## src/rtl/display_reg_writer_pkg.sv

```systemverilog
// Shared constants and types for the display register writer: register map, widths, FSM states.
package display_regs_pkg;

    localparam int unsigned NUM_REGS     = 15;
    localparam int unsigned DATA_W       = 32;
    localparam int unsigned ADDR_W       = 4;
    localparam int unsigned FRAME_CNT_W  = 16;
    localparam int unsigned STATUS_PAD_W = DATA_W - FRAME_CNT_W - 1;
    localparam int unsigned COMMIT_BIT   = 0;

    localparam logic [ADDR_W-1:0] IDX_PIPE1X         = 4'd0;
    localparam logic [ADDR_W-1:0] IDX_PIPE2X         = 4'd1;
    localparam logic [ADDR_W-1:0] IDX_PIPE3X         = 4'd2;
    localparam logic [ADDR_W-1:0] IDX_PIPE4X         = 4'd3;
    localparam logic [ADDR_W-1:0] IDX_PIPE1BOTTOMTOP = 4'd4;
    localparam logic [ADDR_W-1:0] IDX_PIPE2BOTTOMTOP = 4'd5;
    localparam logic [ADDR_W-1:0] IDX_PIPE3BOTTOMTOP = 4'd6;
    localparam logic [ADDR_W-1:0] IDX_PIPE4BOTTOMTOP = 4'd7;
    localparam logic [ADDR_W-1:0] IDX_PIPE1YSPACE    = 4'd8;
    localparam logic [ADDR_W-1:0] IDX_PIPE2YSPACE    = 4'd9;
    localparam logic [ADDR_W-1:0] IDX_PIPE3YSPACE    = 4'd10;
    localparam logic [ADDR_W-1:0] IDX_PIPE4YSPACE    = 4'd11;
    localparam logic [ADDR_W-1:0] IDX_BIRD_TOP_LEFT  = 4'd12;
    localparam logic [ADDR_W-1:0] IDX_CURRENT_SCORE  = 4'd13;
    localparam logic [ADDR_W-1:0] IDX_HIGH_SCORE     = 4'd14;
    localparam logic [ADDR_W-1:0] IDX_CTRL           = 4'd15;

    typedef enum logic {
        IDLE  = 1'b0,
        ARMED = 1'b1
    } state_e;

endpackage

```

## src/rtl/display_reg_writer_if.sv

```systemverilog
// Processor-side store/read-back bus of the display register writer.
interface display_reg_writer_if;
    import display_regs_pkg::*;

    logic              wr_en;
    logic [ADDR_W-1:0] wr_addr;
    logic [DATA_W-1:0] wr_data;
    logic [ADDR_W-1:0] rd_addr;
    logic [DATA_W-1:0] rd_data;

    modport master (output wr_en, output wr_addr, output wr_data, output rd_addr, input rd_data);
    modport slave  (input wr_en, input wr_addr, input wr_data, input rd_addr, output rd_data);
endinterface

```

## src/rtl/display_reg_writer_shadow_bank.sv

```systemverilog
// Shadow register array: one write port, one registered read port with a status word in the CTRL slot.
module shadow_bank
    import display_regs_pkg::*;
(
    input  logic              clk,
    input  logic              reset,
    input  logic              wr_en,
    input  logic [ADDR_W-1:0] wr_addr,
    input  logic [DATA_W-1:0] wr_data,
    input  logic [ADDR_W-1:0] rd_addr,
    input  logic [DATA_W-1:0] status_word,
    output logic [DATA_W-1:0] rd_data,
    output logic [DATA_W-1:0] shadow [NUM_REGS]
);

    // Reads sample the array before this edge's write, so a same-cycle read returns the old word.
    always_ff @(posedge clk) begin
        if (reset) begin
            for (int i = 0; i < NUM_REGS; i++) begin
                shadow[i] <= '0;
            end
            rd_data <= '0;
        end else begin
            if (wr_en) begin
                shadow[wr_addr] <= wr_data;
            end
            if (rd_addr < ADDR_W'(NUM_REGS)) begin
                rd_data <= shadow[rd_addr];
            end else begin
                rd_data <= status_word;
            end
        end
    end

endmodule

```

## src/rtl/display_reg_writer.sv

```systemverilog
// Display register writer: shadow bank, frame-synchronous commit FSM, live registers and frame counter.
module display_reg_writer
    import display_regs_pkg::*;
(
    input  logic                   clk,
    input  logic                   reset,
    display_reg_writer_if.slave    bus,
    input  logic                   frame_end,
    output logic                   commit_pending,
    output logic                   frame_done,
    output logic [FRAME_CNT_W-1:0] frame_count,
    output logic [DATA_W-1:0]      pipe1x,
    output logic [DATA_W-1:0]      pipe2x,
    output logic [DATA_W-1:0]      pipe3x,
    output logic [DATA_W-1:0]      pipe4x,
    output logic [DATA_W-1:0]      pipe1bottomtop,
    output logic [DATA_W-1:0]      pipe2bottomtop,
    output logic [DATA_W-1:0]      pipe3bottomtop,
    output logic [DATA_W-1:0]      pipe4bottomtop,
    output logic [DATA_W-1:0]      pipe1yspace,
    output logic [DATA_W-1:0]      pipe2yspace,
    output logic [DATA_W-1:0]      pipe3yspace,
    output logic [DATA_W-1:0]      pipe4yspace,
    output logic [DATA_W-1:0]      bird_top_left,
    output logic [DATA_W-1:0]      current_score,
    output logic [DATA_W-1:0]      high_score
);

    state_e                 state_q, state_d;
    logic                   copy_c;
    logic                   commit_wr_c;
    logic                   bank_we_c;
    logic                   frame_done_q;
    logic [FRAME_CNT_W-1:0] frame_count_q;
    logic [DATA_W-1:0]      status_word_c;
    logic [DATA_W-1:0]      shadow [NUM_REGS];
    logic [DATA_W-1:0]      live_q [NUM_REGS];

    assign bank_we_c     = bus.wr_en && (bus.wr_addr < ADDR_W'(NUM_REGS));
    assign commit_wr_c   = bus.wr_en && (bus.wr_addr == IDX_CTRL) && bus.wr_data[COMMIT_BIT];
    assign status_word_c = {frame_count_q, STATUS_PAD_W'(0), commit_pending};

    shadow_bank u_shadow_bank (
        .clk         (clk),
        .reset       (reset),
        .wr_en       (bank_we_c),
        .wr_addr     (bus.wr_addr),
        .wr_data     (bus.wr_data),
        .rd_addr     (bus.rd_addr),
        .status_word (status_word_c),
        .rd_data     (bus.rd_data),
        .shadow      (shadow)
    );

    // State register, live bank, done pulse and frame counter.
    always_ff @(posedge clk) begin
        if (reset) begin
            state_q       <= IDLE;
            frame_done_q  <= 1'b0;
            frame_count_q <= '0;
            for (int i = 0; i < NUM_REGS; i++) begin
                live_q[i] <= '0;
            end
        end else begin
            state_q      <= state_d;
            frame_done_q <= copy_c;
            if (frame_end) begin
                frame_count_q <= frame_count_q + FRAME_CNT_W'(1);
            end
            if (copy_c) begin
                for (int i = 0; i < NUM_REGS; i++) begin
                    live_q[i] <= shadow[i];
                end
            end
        end
    end

    // A commit is consumed only by a frame_end seen while already armed; re-arms are not queued.
    always_comb begin
        state_d = state_q;
        copy_c  = 1'b0;
        case (state_q)
            IDLE: begin
                if (commit_wr_c) begin
                    state_d = ARMED;
                end
            end
            ARMED: begin
                if (frame_end) begin
                    copy_c  = 1'b1;
                    state_d = IDLE;
                end
            end
            default: state_d = IDLE;
        endcase
    end

    assign commit_pending = (state_q == ARMED);
    assign frame_done     = frame_done_q;
    assign frame_count    = frame_count_q;

    assign pipe1x         = live_q[IDX_PIPE1X];
    assign pipe2x         = live_q[IDX_PIPE2X];
    assign pipe3x         = live_q[IDX_PIPE3X];
    assign pipe4x         = live_q[IDX_PIPE4X];
    assign pipe1bottomtop = live_q[IDX_PIPE1BOTTOMTOP];
    assign pipe2bottomtop = live_q[IDX_PIPE2BOTTOMTOP];
    assign pipe3bottomtop = live_q[IDX_PIPE3BOTTOMTOP];
    assign pipe4bottomtop = live_q[IDX_PIPE4BOTTOMTOP];
    assign pipe1yspace    = live_q[IDX_PIPE1YSPACE];
    assign pipe2yspace    = live_q[IDX_PIPE2YSPACE];
    assign pipe3yspace    = live_q[IDX_PIPE3YSPACE];
    assign pipe4yspace    = live_q[IDX_PIPE4YSPACE];
    assign bird_top_left  = live_q[IDX_BIRD_TOP_LEFT];
    assign current_score  = live_q[IDX_CURRENT_SCORE];
    assign high_score     = live_q[IDX_HIGH_SCORE];

endmodule

```

## src/flat_wrapper.sv

```systemverilog
// flat-port wrapper written by rule: the top's interface ports become plain ports
module display_reg_writer_flat import display_regs_pkg::*;
  (clk, reset, frame_end, commit_pending, frame_done, frame_count, pipe1x, pipe2x, pipe3x, pipe4x, pipe1bottomtop, pipe2bottomtop, pipe3bottomtop, pipe4bottomtop, pipe1yspace, pipe2yspace, pipe3yspace, pipe4yspace, bird_top_left, current_score, high_score, bus_wr_en, bus_wr_addr, bus_wr_data, bus_rd_addr, bus_rd_data);
  display_reg_writer_if bus_i ();
  input  logic clk;
  input  logic reset;
  input  logic frame_end;
  output logic commit_pending;
  output logic frame_done;
  output logic [FRAME_CNT_W-1:0] frame_count;
  output logic [DATA_W-1:0] pipe1x;
  output logic [DATA_W-1:0] pipe2x;
  output logic [DATA_W-1:0] pipe3x;
  output logic [DATA_W-1:0] pipe4x;
  output logic [DATA_W-1:0] pipe1bottomtop;
  output logic [DATA_W-1:0] pipe2bottomtop;
  output logic [DATA_W-1:0] pipe3bottomtop;
  output logic [DATA_W-1:0] pipe4bottomtop;
  output logic [DATA_W-1:0] pipe1yspace;
  output logic [DATA_W-1:0] pipe2yspace;
  output logic [DATA_W-1:0] pipe3yspace;
  output logic [DATA_W-1:0] pipe4yspace;
  output logic [DATA_W-1:0] bird_top_left;
  output logic [DATA_W-1:0] current_score;
  output logic [DATA_W-1:0] high_score;
  input wire logic [$bits(bus_i.wr_en)-1:0] bus_wr_en;
  input wire logic [$bits(bus_i.wr_addr)-1:0] bus_wr_addr;
  input wire logic [$bits(bus_i.wr_data)-1:0] bus_wr_data;
  input wire logic [$bits(bus_i.rd_addr)-1:0] bus_rd_addr;
  output wire logic [$bits(bus_i.rd_data)-1:0] bus_rd_data;
  assign bus_i.wr_en = bus_wr_en;
  assign bus_i.wr_addr = bus_wr_addr;
  assign bus_i.wr_data = bus_wr_data;
  assign bus_i.rd_addr = bus_rd_addr;
  assign bus_rd_data = bus_i.rd_data;
  display_reg_writer u_core (.clk(clk), .reset(reset), .bus(bus_i), .frame_end(frame_end), .commit_pending(commit_pending), .frame_done(frame_done), .frame_count(frame_count), .pipe1x(pipe1x), .pipe2x(pipe2x), .pipe3x(pipe3x), .pipe4x(pipe4x), .pipe1bottomtop(pipe1bottomtop), .pipe2bottomtop(pipe2bottomtop), .pipe3bottomtop(pipe3bottomtop), .pipe4bottomtop(pipe4bottomtop), .pipe1yspace(pipe1yspace), .pipe2yspace(pipe2yspace), .pipe3yspace(pipe3yspace), .pipe4yspace(pipe4yspace), .bird_top_left(bird_top_left), .current_score(current_score), .high_score(high_score));
endmodule
```

## config.mk

```make
export PLATFORM = sky130hd
export DESIGN_NAME = display_reg_writer_flat
export DESIGN_NICKNAME = d
export VERILOG_FILES = /design/src/rtl/display_reg_writer_pkg.sv /design/src/rtl/display_reg_writer_if.sv /design/src/rtl/display_reg_writer_shadow_bank.sv /design/src/rtl/display_reg_writer.sv /design/src/flat_wrapper.sv
export SDC_FILE = /design/constraint.sdc
export NUM_CORES = 2
export LEC_CHECK = 0
export BUFFER_PORTS_ARGS = -buffer_cell sky130_fd_sc_hd__buf_2
export CORE_AREA = 5 5 319 321
export CTS_CLUSTER_SIZE = 30
export DETAILED_ROUTE_END_ITERATION = 16
export DIE_AREA = 0 0 324 326
export PLACE_DENSITY = 0.63
export SYNTH_ARGS = -nofsm -noshare
export SYNTH_HDL_FRONTEND = slang
export SYNTH_SLANG_ARGS = --single-unit
```

## constraint.sdc

```tcl
create_clock -name clk -period 15.5 [get_ports clk]
set_input_delay 3.1 -clock clk [delete_from_list [all_inputs] [get_ports clk]]
set_output_delay 3.1 -clock clk [all_outputs]
set_load 0.02 [all_outputs]
```

==> impl_metrics.yaml <==
status:
  outcome: "finished clean"
cells_and_area:
  final_cell_mix: "nand2_1, buf_2, dfxtp_1"
  mostFrequentLayoutCell: "nand2_1"
  finalInstanceArea_sq_um: 47300
  regArea_sq_um: 25000
  drive_gt1_share_pct: 21.3
  multi_input_area_sq_um: 13700
  nNetsFinal: 4190
  fin_cells: 5541
  area_delta_synth_final_pct: 18.1
  fillers: 9143
critical_path:
  cp.arrival_ns: 7.21
  r2r_slack_ns: 10.81
  cp_max_fo: 88
  r2r_cells: 5
  rr_startpoint: "u_core.commit_pending$_SDFF_PP0_"
  endpoint: "u_core.live_q[0][195]$_SDFFCE_PN0P_"
  end_kind: "flop"
  path_class: "in2reg"
  startpoint: "reset"
  start_kind: "input pin"
  r2r-end: "u_core.live_q[0][195]$_SDFFCE_PN0P_"
  required_ns: 15.80
clock_network:
  cts_resized: 0
  clk_path_buf_depth: 3
  cts_root_buf: "clkbuf_16"
  clock-sinks: 1010
  hold_buffers: 0
  htree_levels: 3
  cts-buffers-inserted: 107
  cts_setup_buffers: 0
  cts_tree: "built"
  insertion_delay_ns: 0.70
  clk_pin_slew_ns: 0.06
yosys:
  seq_area_frac_synth_pct: 62.5
  synth_nets: 3765
  synth-compound-area-share_pct: 9.61
  synthAdderAreaFrac_pct: 0.0313
  netlist_area_sq_um: 40000
  synth_top_family_by_area: "simple AND/OR/NAND/NOR gates"
  synth_cell_types: 58
  syn_inst: 3720
  yosysWarningCount: 0
  synthFlopType: "dfxtp_1"
  synth_edf_count: 480
  muxShareOfSynthArea_pct: 5.29
  synth_seq_cells: 1010
  synthArstFlopShare_pct: 0
  synthXorXnorAreaFrac_pct: 0.241
  yosys.area_share.simple_pct: 18.8
  synth_area_per_cell_sq_um: 10.8
die:
  die_h_um: 326
  ios: 574
  rows: 116
  initial_core_util_pct: 40.4
  die_area_sq_um: 106000
  core_area_sq_um: 99000
  die_x_um: 324
sta:
  finalMaxSlewViolations: 0
  min_period_ns: 6.91
  finalCritPeriodShare_pct: 44.6
  finalSetupViolations: 0
  hold_viol: 0
  rsz0062_at_grt: "false"
  skew_ns: 0.0309
  tns_ns: 0
  relSlewSlack_pct: 11.6
  worst_pin_slew_ns: 1.32
  clock.fmax_ghz: 0.145
  layout_setup_ws_ns: 8.59
grt:
  antenna_found_initial: 11
  grtUsageTotal_pct: 24.8
  gr-total-overflow: 0
  grt_first_pass_wirelength_um: 195000
  first_global_vias: 27910
  grt_max_degree: 197
placement:
  dp_slack_ns: 7.88
  hpwl_um: 92400
  portBuffers: 573
  dp.cells: 5334
  globalplace.congestion: 0.867
  dpl_cell_area_sq_um: 43600
drt:
  num_vias: 29363
  drc_errors: 0
  wl_per_cell_um: 24.6
  viasPerCell: 5.30
  postRouteAntennaNets: 0
  finalWirelength_um: 136000
  drt_iter0_markers: 3007
  firstDrtPassIters: 7
power:
  static-leakage-power_nw: 17.6
  peakVddDrop_mv: 0.0957
  powerDensity_nw_per_um2: 125
min_path:
  hold_path.class: "reg2reg"
  min-delay-start: "u_core.u_shadow_bank.shadow[332]$_SDFFE_PP0P_"
  holdPathStages: 2
run:
  maxCapViolCount: 0
## registers in the layout, indices dropped and copies added, names as in the netlist
register and count:
u_core.u_shadow_bank.rd_data 32, u_core.u_shadow_bank.shadow 480, u_core.frame_count 16, u_core.frame_done 1
u_core.live_q 480, u_core.commit_pending 1
## cells in the mapped netlist, drive strengths merged, types with 12 or more instances
cell       n  area [sq um]
nand2    982          3690
dfxtp    530         10600
a21oi    488          2470
edfxtp   480         14400
and2     320          2000
nor2b    196          1230
clkbuf   156           586
buf      140           815
mux2i     67           671
mux4      54          1230
nor2      49           209
a211oi    30           225
o21ai     30           150
a22oi     28           210
mux2      19           214
o221a     16           180
o2bb2ai   16           140
o221ai    15           131
o41ai     15           206
nand3     12          60.1
## worst min path at each step
stage,slack (ns),endpoint
global route,0.48,u_core.u_shadow_bank.shadow[332]$_SDFFE_PP0P_
floorplan,0.44,u_core.u_shadow_bank.shadow[165]$_SDFFE_PP0P_
global placement,0.45,u_core.u_shadow_bank.shadow[22]$_SDFFE_PP0P_
detailed placement,0.45,u_core.u_shadow_bank.shadow[332]$_SDFFE_PP0P_
CTS,0.46,u_core.u_shadow_bank.shadow[332]$_SDFFE_PP0P_
finish,0.46,u_core.u_shadow_bank.shadow[332]$_SDFFE_PP0P_
## cell families after synthesis
logic type	after synthesis
AOI/OAI and AO/OA	655
xor gates and xnor gates	11
adders and majority gates	1
buffers and inverters	298
DFF	1010
muxes	140
and+or+nand+nor	1605
## critical path, cell delays in order
cell and delay, ns:
buf_8 0.40, inv_1 0.29, nand2_4 0.63, buf_4 0.82, buf_4 0.77, buf_4 0.90
## metrics by stage
step | utilization [%] | total power, mW | hold slack [ns]
finish | 47.8 | 5.93 | 0.462
global placement | 44.0 | 3.30 | 0.449
global route | 47.7 | 6.11 | 0.483
floorplan | - | 3.18 | 0.440
detailed placement | 44.0 | 3.30 | 0.453
CTS | 47.7 | 5.97 | 0.462
## area by class of cell
cell class                 instances  area share (%)
multi-input combinational       2412            29.0
clock inverter                    50            1.42
tap                             1298            3.44
clock buffer                     154            6.38
timing repair buffer             612            6.81
inverter                           2          0.0159
sequential                      1010            52.9
antenna                            3          0.0159
## power by group
group          total (mW)  switching [mW]  internal (mW)
Clock                2.68            1.08           1.61
Combinational       0.346           0.263         0.0838
Sequential           2.90          0.0400           2.86
Total                5.93            1.38           4.55
## layer usage
metal,part of all wire (%),GRT usage (%),vias to the layer above
met3,7.2,4.53,181
met2,51,43.4,1167
met1,39,31.3,14449
li1,-,-,13562
met4,3.0,7.58,4
met5,0.020,0,-
No activity file was read; power rests on OpenSTA's default activity.
